<file path="config.mk">
export PLATFORM = sky130hd
export DESIGN_NAME = barrido_tabla
export DESIGN_NICKNAME = d
export VERILOG_FILES = /design/src/rtl/barrido_tabla.sv
export SDC_FILE = /design/constraint.sdc
export NUM_CORES = 1
export LEC_CHECK = 0
export CELL_PAD_IN_SITES_DETAIL_PLACEMENT = 1
export CELL_PAD_IN_SITES_GLOBAL_PLACEMENT = 2
export CORE_MARGIN = 2
export CORE_UTILIZATION = 33
export CTS_CLUSTER_DIAMETER = 80
export CTS_CLUSTER_SIZE = 8
export DETAILED_ROUTE_END_ITERATION = 10
export PLACE_DENSITY_LB_ADDON = 0.1
export SETUP_SLACK_MARGIN = 0.1
export SLEW_MARGIN = 10
export SYNTH_ARGS = -nofsm -noshare
export SYNTH_HDL_FRONTEND = slang
export SYNTH_SLANG_ARGS = --single-unit
export TNS_END_PERCENT = 5
</file>
<file path="constraint.sdc">
create_clock -name clk -period 4.55 [get_ports clk]
set_input_delay 0.6825 -clock clk [delete_from_list [all_inputs] [get_ports clk]]
set_output_delay 0.6825 -clock clk [all_outputs]
set_load 0.005 [all_outputs]
</file>
<file path="src/rtl/barrido_tabla.sv">
`default_nettype none
// ============================================================================
//  Module      : barrido_tabla
//  Description : Exhaustive truth-table sweep checker. Drives all 32 values of
//                a 5-bit stimulus vector {A,B,C,D,E} into a logic block under
//                test. Each value is held for SETTLE cycles, and then the
//                reference outputs (res_a) are compared with the
//                alternate-form outputs (res_b). The module counts mismatches
//                and captures the first failing vector together with its
//                difference mask.
//
//  Parameters  : SETTLE          hold cycles per vector before compare (1..15)
//  Macro       : BARRIDO_STOP_EN when defined, the sweep ends at the first
//                                mismatch instead of covering all 32 vectors
//
//  Ports       : clk             rising-edge clock
//                reset           asynchronous active-low reset
//                start           sweep request, honoured only when idle
//                vec[4:0]        stimulus {A,B,C,D,E}, A = MSB
//                res_a[3:0]      reference outputs {f,g,h,i}
//                res_b[3:0]      alternate-form outputs {f_2,g_2,h_2,i_2}
//                busy            high while settling or comparing
//                done            one-cycle end-of-sweep pulse
//                ok              last sweep was mismatch-free
//                err_cnt[5:0]    mismatching vectors in last sweep (0..32)
//                first_err_valid a mismatch has been captured
//                first_err_vec   vector of the first mismatch
//                first_err_mask  res_a ^ res_b at the first mismatch
//
//  Revision    : 1.0  initial release
// ============================================================================
module barrido_tabla #(
    parameter int SETTLE = 1
) (
    input  logic       clk,
    input  logic       reset,
    input  logic       start,
    output logic [4:0] vec,
    input  logic [3:0] res_a,
    input  logic [3:0] res_b,
    output logic       busy,
    output logic       done,
    output logic       ok,
    output logic [5:0] err_cnt,
    output logic       first_err_valid,
    output logic [4:0] first_err_vec,
    output logic [3:0] first_err_mask
);

    localparam logic [1:0] c_IDLE    = 2'd0;
    localparam logic [1:0] c_ESPERA  = 2'd1;
    localparam logic [1:0] c_COMPARA = 2'd2;
    localparam logic [1:0] c_FIN     = 2'd3;

    // The counter is loaded with SETTLE-1 and leaves ESPERA on reaching zero,
    // so ESPERA occupies exactly SETTLE cycles.
    localparam logic [3:0] c_RELOAD   = 4'(SETTLE - 1);
    localparam logic [4:0] c_VEC_LAST = 5'd31;

    logic [1:0] r_state;
    logic [3:0] r_cnt;
    logic [4:0] r_vec;
    logic       r_ok;
    logic [5:0] r_err_cnt;
    logic       r_first_valid;
    logic [4:0] r_first_vec;
    logic [3:0] r_first_mask;

    logic       w_mismatch;
    logic       w_last_vec;
    logic       w_end_sweep;
    logic       w_ok_next;

    assign w_mismatch = (res_a != res_b);
    assign w_last_vec = (r_vec == c_VEC_LAST);

`ifdef BARRIDO_STOP_EN
    assign w_end_sweep = w_last_vec || w_mismatch;
`else
    assign w_end_sweep = w_last_vec;
`endif

    // The verdict has to include the comparison made on the same edge that
    // enters FIN, because r_err_cnt does not yet reflect it at that point.
    assign w_ok_next = (r_err_cnt == 6'd0) && !w_mismatch;

    always_ff @(posedge clk or negedge reset) begin
        if (!reset) begin
            r_state       <= c_IDLE;
            r_cnt         <= 4'd0;
            r_vec         <= 5'd0;
            r_ok          <= 1'b0;
            r_err_cnt     <= 6'd0;
            r_first_valid <= 1'b0;
            r_first_vec   <= 5'd0;
            r_first_mask  <= 4'd0;
        end else begin
            case (r_state)
                c_IDLE: begin
                    if (start) begin
                        r_vec         <= 5'd0;
                        r_cnt         <= c_RELOAD;
                        r_err_cnt     <= 6'd0;
                        r_first_valid <= 1'b0;
                        r_ok          <= 1'b0;
                        r_state       <= c_ESPERA;
                    end
                end

                c_ESPERA: begin
                    if (r_cnt == 4'd0) begin
                        r_state <= c_COMPARA;
                    end else begin
                        r_cnt <= r_cnt - 4'd1;
                    end
                end

                c_COMPARA: begin
                    if (w_mismatch) begin
                        r_err_cnt <= r_err_cnt + 6'd1;
                        if (!r_first_valid) begin
                            r_first_valid <= 1'b1;
                            r_first_vec   <= r_vec;
                            r_first_mask  <= res_a ^ res_b;
                        end
                    end
                    if (w_end_sweep) begin
                        // vec is left on the final vector and is not wrapped
                        // here; FIN returns it to zero.
                        r_ok    <= w_ok_next;
                        r_state <= c_FIN;
                    end else begin
                        r_vec   <= r_vec + 5'd1;
                        r_cnt   <= c_RELOAD;
                        r_state <= c_ESPERA;
                    end
                end

                c_FIN: begin
                    r_ok    <= (r_err_cnt == 6'd0);
                    r_vec   <= 5'd0;
                    r_state <= c_IDLE;
                end

                default: begin
                    r_state <= c_IDLE;
                end
            endcase
        end
    end

    assign vec             = r_vec;
    assign busy            = (r_state == c_ESPERA) || (r_state == c_COMPARA);
    assign done            = (r_state == c_FIN);
    assign ok              = r_ok;
    assign err_cnt         = r_err_cnt;
    assign first_err_valid = r_first_valid;
    assign first_err_vec   = r_first_vec;
    assign first_err_mask  = r_first_mask;

endmodule
`default_nettype wire

</file>
# Yosys cells after proc, flatten, opt, wreduce, memory -nomap -nowiden
# Cells that the tools add are included.
# totals
ff_bits	28
word_cells	58
# classes
addsub	3
n_eq_ne	11
muxes	19
bitwise	2
n_reduce_logical	15
# ops
operator	count
$pmux W5 S3	1
$mux W4	3
$mux W6	2
$ne A2 B2 Y1 const B	6
$pmux W4 S3	1
$pmux W6 S2	1
$reduce_and A3 Y1	4
$mux W5	2
$pmux W2 S4	1
$add A6 B1 Y6 const B	1
$logic_not A6 Y1	1
$mux W2	3
$reduce_bool A3 Y1	2
$add A5 B1 Y5 const B	1
$eq A5 B5 Y1 const B	1
$eq A2 B2 Y1 const B	2
$logic_not A4 Y1	1
$ne A4 B4 Y1	1
$reduce_and A4 Y1	1
$sub A4 B1 Y4 const B	1
$xor A4 B4 Y4	1
$mux W1	3
$pmux W1 S3	1
$eq A2 B1 Y1 const B	1
8 further kinds	8

# Depth between registers and ports, before layout
# Gate-level depths: netlist of run 1.
# depth
word_depth	5
mapped_depth	8

# Worst setup path before layout of run 1
# OpenSTA, ideal clock, no wires.
# synth_path
path_kind	register to register
from	register r_vec[0] (netlist: vec[0])
to	register r_cnt[1]
arrival_time_ps	1808
required_time_ps	4467
slack_ps	2660
path_stages_with_launch	8
path_cell_list	dfrtp_1 > ha_1 > and3_1 > ha_1 > buf_2 > a2111o_1 > a2bb2oi_1 > o21ai_0
# synth_via
elab_chain_len	3
# synth_lines
element	line_no	text
start: declaration	62	logic [4:0] r_vec;
start signal: assignment	133	r_vec <= r_vec + 5'd1;
$eq A5 B5 Y1	75	assign w_last_vec = (r_vec == c_VEC_LAST);
$ne A2 B2 Y1 (no source line)	-	
$reduce_and A4 Y1 (no source line)	-	
end signal: assignment	102	r_cnt <= c_RELOAD;
end signal: assignment	114	r_cnt <= r_cnt - 4'd1;
end signal: assignment	134	r_cnt <= c_RELOAD;
end: declaration	61	logic [3:0] r_cnt;
# No other way between the ends.
# A chain may end at the register's enable or synchronous reset.

# Worst setup path after layout of run 1
# layout_path
from	register r_state[0]
to	output port busy
# layout_via
elab_chain_len	2
word_cells_on_any_way	3
cone_classes	eq/ne: 2; reduce/logical: 1
# layout_lines
element	line_no	text
start: declaration	60	logic [1:0] r_state;
start signal: assignment	89	r_state <= c_IDLE;
start signal: assignment	106	r_state <= c_ESPERA;
start signal: assignment	112	r_state <= c_COMPARA;
$eq A2 B1 Y1 / $eq A2 B2 Y1 (equally long branches)	153	assign busy = (r_state == c_ESPERA) || (r_state == c_COMPARA);
$logic_or A1 B1 Y1 (*)	153	
end: declaration	41	output logic busy,
# Mark *: on every way between the ends. The rest lies on a longest branch, timed or not.

==> out/metrics.yaml, run 1 <==
logic_synthesis:
  synthMostInstantiatedCell: "dfrtp_1"
  synth_edf_count: 0
  synth_top_cell_area_share_pct: 45.45
  synth-seq-area-share_pct: 45.45
  avgSynthCellArea_um2: 10.21
  synth_area_um2: 1541
  syn_inst: 151
  yosys-top-cells-count: "28 x dfrtp_1, 21 x nand2_1, 13 x o21ai_0"
  synth-seq-cells: 28
  synth_nets: 173
  synth_cell_types: 39
  ys.flop_type: "dfrtp_1"
  synth_top_area_cell: "dfrtp_1"
  synthArstFlopShare_pct: 100.0
  yosysWarnings: 0
  synthTopCellsByArea: "dfrtp_1 45%, ha_1 8.9%, nand2_1 5.1%"
finish:
  final_area_um2: 1967
  nets: 209
  fill_cells: 497
  area_delta_synth_final_pct: 27.60
  seq_area_um2: 700.7
  drive_gt1_share_pct: 4.865
  multi_input_area_um2: 774.5
  antenna_cells: 0
clocking:
  numCtsBuffers: 3
  postCtsSetupBuffers: 0
  clk_latency_ns: 0.27
  cts_sinks: 28
  cts_buffer_depth: 2
  cts_resized: 0
  hold_buffers: 0
  cts-root-buf: "clkbuf_8"
  cts.htree.levels: 1
  cts_tree: "yes"
  clk_pin_slew_ns: 0.09
floorplanning:
  start_util_pct: 34.92
  dieArea_um2: 5234
  core_um2: 4414
  die_w_um: 72.35
  rows: 24
  chipHeight_um: 72.35
  num_io_pins: 35
sta:
  slew_viol_final: 0
  period_share_pct: 49.76
  setup_viol: 0
  whs_ns: 0.5060
  setup_ws_ns: 2.286
  min_period_ns: 2.264
  final.setup_skew_ns: 0.004322
  slew_headroom_pct: 63.40
  rsz0062_at_grt: "false"
  hold_violations: 0
  tns_ns: 0
  tightest_slew_ns: 0.5477
  max_clock_freq_mhz: 441.7
global_route:
  grt_pass1_vias: 1389
  grt_antenna_before_repair: 0
  grtUsageTotal_pct: 15.82
  grt.overflow.total: 0
  grt_max_degree: 29
  grt_first_pass_wirelength_mm: 6.492
place:
  dp_slack_ns: 2.152
  dp_hpwl_mm: 2.929
  dpl_cell_area_um2: 1926
  gp_congestion: 0.7674
  portBuffers: 34
critical_path:
  crit_family: "buffers and inverters"
  cp_slowest_cell: "clkdlybuf4s50_1"
  cp_max_fo: 4
  slowest_delay_ns: 0.49
  required_ns: 3.87
  crit_arrival_ns: 1.58
  path_buf_inv: 2
  crit_path_end_kind: "primary output"
  crit_chain: "inv_1 > ha_1 > clkdlybuf4s50_1"
  worstSetupStartpointType: "flip-flop"
  path_class: "flip-flop to primary output"
route:
  drc: 0
  routedWlPerCell_um: 16.00
  viasPerCell: 5.376
  ant_nets: 0
  num_vias: 1274
  wl_mm: 3.792
  first_pass_iters: 4
  drt_iter0_markers: 40
power:
  p_per_area_nw_per_um2: 326.9
  max-vdd-ir-drop_uv: 170.1
  total_power_mw: 0.6430
  leakage_nw: 0.8937
outcome:
  outcome: "finished clean"
hold_path:
  hold_path_class: "flip-flop to flip-flop"
run:
  drv_cap: 0
-- cells in the final DEF (no fill, tap or decap), drive strengths merged, types with 2 or more instances in the layout --
master / instances
ha: 11
nand2b: 2
a22o: 2
o21ai: 13
mux2: 5
a22oi: 3
clkbuf: 3
mux2i: 7
nand4: 4
nor3: 2
inv: 10
nor2: 4
o31ai: 3
nand3: 5
dfrtp: 28
a31oi: 2
a21oi: 2
nand2: 21
clkdlybuf4s50: 34
xnor2: 4
nor2b: 3
-- stage by stage --
| stage | instances | utilization [%] |
|---|---|---|
| finish | 237 | 44.56 |
| floorplan | 151 | - |
| detailed placement | 234 | 43.62 |
| CTS | 237 | 44.56 |
| global route | 237 | 44.56 |
| global placement | 234 | 43.62 |
-- layer usage --
metal	vias up	track usage [%]	routed length, um
met5	-	0	0
met1	620	20.47	1702
met4	0	3.145	17
li1	612	-	-
met3	2	2.500	224
met2	40	27.93	1847
-- flip-flops by register name (all words and copies together) (netlist names) --
register,count
r_state,2
vec,5
err_cnt,6
first_err_vec,5
ok,1
first_err_valid,1
r_cnt,4
first_err_mask,4
-- final timing paths --
path | start | to | slack [ns] | cells past startpoint
worst max-delay path | r_state[0] | busy | 2.29 | 3
worst min-delay path | first_err_mask[3] | first_err_mask[3] | 0.51 | 2
worst max register to register | vec[0] | r_cnt[0] | 2.47 | 6
worst min register to register | first_err_mask[3] | first_err_mask[3] | 0.51 | 2
max in group asynchronous | reset | vec[2] | 3.49 | 2
min in group asynchronous | reset | vec[1] | 0.79 | 2
-- logic make-up after synthesis --
| kind of cell | count (synthesis) | share of synthesized area (%) |
|---|---|---|
| adders and majority gates | 11 | 8.928 |
| muxes | 12 | 8.685 |
| AOI/OAI and AO/OA | 33 | 14.45 |
| DFF | 28 | 45.45 |
| xor gates and xnor gates | 5 | 2.841 |
| buffers and inverters | 14 | 4.302 |
| and+or+nand+nor | 48 | 15.34 |
-- final cells by class --
| type | instances | area share, % |
|---|---|---|
| Multi-Input combinational cell | 109 | 39.38 |
| Inverter | 10 | 1.908 |
| Tap cell | 52 | 3.308 |
| Sequential cell | 28 | 35.62 |
| Timing Repair Buffer | 35 | 17.68 |
| Clock buffer | 3 | 2.099 |
-- worst min-delay path: stages (launching register included) --
cell     delay, ns
dfrtp_1       0.36
nand2_1       0.05
o21ai_0       0.07
-- report_power, final --
| part | internal (mW) | switching [mW] |
|---|---|---|
| Clock | 0.0594 | 0.0749 |
| Sequential | 0.284 | 0.0422 |
| Combinational | 0.108 | 0.0749 |
Power figures use the tool's default switching activity.
==> run 2, diff against run 1 <==
- CORE_UTILIZATION: 33 -> 28
- clock period: 4.55 -> 2 ns (I/O delays scaled with it)
==> run 2 against run 1 <==
  * Sequential power is 130% higher
  * Cell area is 6.9% higher
  * Die area is 17% higher
  * Worst hold slack worse by 0.10 ns
  * Clock power grew to 2.7 times the previous value
  * Sequential share of layout area is 2.2 points lower
  * Cell count is 14% higher
  * Non-clock buffer count is 12 higher
  * First-iteration DRC count is 100% higher
  * Global-route usage is 1.4 points lower
  * Core utilization is 5.6 points lower
  * Flip-flop and latch count stayed put
==> out/metrics.yaml, run 2 (synthesis results as in run 1) <==
outcome:
  outcome: "finished clean"
critical_path:
  reg2reg_slack_ns: 0.10
  worstSetupStartpointType: "flip-flop"
  worst_r2r_path_depth: 6
  cp_max_fo: 5
  path_class: "flip-flop to flip-flop"
  r2r_end: "r_cnt[1]"
  crit_arrival_ns: 2.10
  crit_path_end_kind: "flip-flop"
  required_ns: 2.20
  reg2reg_from: "vec[0]"
hold_path:
  hold_path_class: "input port to asynchronous set/reset pin"
clocking:
  cts_sinks: 28
  numCtsBuffers: 3
  postCtsSetupBuffers: 0
  cts_buffer_depth: 2
  clk_latency_ns: 0.27
  hold_buffers: 0
  cts.htree.levels: 1
  cts-root-buf: "clkbuf_8"
  cts_resized: 1
  cts_tree: "yes"
  clk_pin_slew_ns: 0.10
sta:
  final.setup_skew_ns: 0.006189
  tns_ns: 0
  rsz0062_at_grt: "true"
  tightest_slew_ns: 0.5678
  max_clock_freq_mhz: 526.8
  setup_viol: 0
  min_period_ns: 1.898
  slew_headroom_pct: 62.06
  slew_viol_final: 0
  hold_violations: 0
  period_share_pct: 94.92
power:
  p_clk_share_pct: 23.9
  netSwitchingFraction_pct: 29.21
  p_seq_share_pct: 49.1
  leakage_nw: 0.9555
  p_int_mw: 1.069
  total_power_mw: 1.510
  max-vdd-ir-drop_uv: 271.8
  comb_power_share_pct: 27.0
  p_switching_mw: 0.4412
  p_per_area_nw_per_um2: 718.2
place:
  portBuffers: 34
  dp_hpwl_mm: 3.216
  gp_congestion: 0.7802
  place_inst: 266
route:
  wl_met3_um: 132
  num_vias: 1290
  dr_wl_met2_mm: 2.035
  viasPerCell: 4.778
  drc: 0
  ant_nets: 0
  highest_layer: "met4"
  wl_mm: 4.146
  routedWlPerCell_um: 15.36
  first_pass_iters: 4
  wl_met1_mm: 1.922
  drt_iter0_markers: 81
floorplanning:
  rows: 27
  dieArea_um2: 6114
  chipHeight_um: 78.20
  num_io_pins: 35
  start_util_pct: 28.52
  core_um2: 5405
  die_w_um: 78.20
finish:
  nets: 221
  antenna_cells: 0
  fin_util_pct: 38.91
  area_delta_synth_final_pct: 36.45
  largest_reg_flops: 6
  drive_gt1_share_pct: 13.64
  final_cell_mix: "34 x clkdlybuf4s50_1, 26 x dfrtp_1, 21 x nand2_1"
  mostFrequentLayoutCell: "clkdlybuf4s50_1"
  layoutNonFillerInstCount: 270
global_route:
  grt_antenna_before_repair: 0
  grt_pass1_vias: 1407
  grtUsageTotal_pct: 14.39
  grt.overflow.total: 0
  grt_first_pass_wirelength_mm: 7.017
  grt_max_degree: 29
run:
  drv_cap: 0
run 2: changes by cell type in the layout (fill, tap and decap cells not counted), sizes merged:
cell,change
clkbuf,+1
buf,+12
run 2: cell type report:
class	instances	area (um^2)
fillers	623	3302
well taps	72	90.09
clock buffers	4	55.05
repair buffers	47	437.9
inverters	10	37.54
flip-flops and latches	28	703.2
multi-input cells	109	779.5
run 2: metal layers:
metal / vias to the layer above / GRT usage (%)
li1: 634 / -
met1: 627 / 17.78
met2: 25 / 25.95
met3: 4 / 1.954
met4: 0 / 4.386
met5: - / 0
run 2: how the worst max path moves through the flow:
| stage | startpoint | endpoint | slack [ns] | cells past startpoint |
|---|---|---|---|---|
| 2_1_floorplan | vec[0] | r_cnt[1] | 0.11 | 7 |
| 3_3_place_gp | res_b[1] | first_err_vec[0] | 0.11 | 4 |
| 3_5_place_dp | res_b[0] | first_err_vec[4] | 0.08 | 4 |
| 4_1_cts | r_state[0] | busy | 0.1 | 3 |
| 5_1_grt | vec[0] | r_cnt[1] | 0.05 | 6 |
| 6_report | vec[0] | r_cnt[1] | 0.10 | 6 |
run 2: stage by stage:
| step | hold slack [ns] | cell area [um^2] | setup slack, ns |
|---|---|---|---|
| after CTS | 0.4202 | 2096 | 0.09988 |
| final | 0.4032 | 2103 | 0.1016 |
| after detailed placement | 0.4710 | 2041 | 0.08339 |
| after global routing | 0.4441 | 2103 | 0.04566 |
| after floorplan | 0.004409 | 1541 | 0.1095 |
| after global placement | 0.4681 | 2041 | 0.1114 |
run 2: power by group through the flow:
stage	Clock [mW]	Combinational [mW]	Sequential, mW
after floorplan	0	0.175	0.742
after global placement	0	0.408	0.746
after detailed placement	0	0.419	0.756
after CTS	0.378	0.421	0.745
after global routing	0.404	0.459	0.762
final	0.362	0.408	0.741
run 2: worst max-delay path, cell delays in order, from the launching register on:
cell	delay (ns)
dfrtp_1	0.40
ha_1	0.21
and3_1	0.18
ha_1	0.24
a2111o_1	0.48
a2bb2oi_1	0.15
o21ai_1	0.16
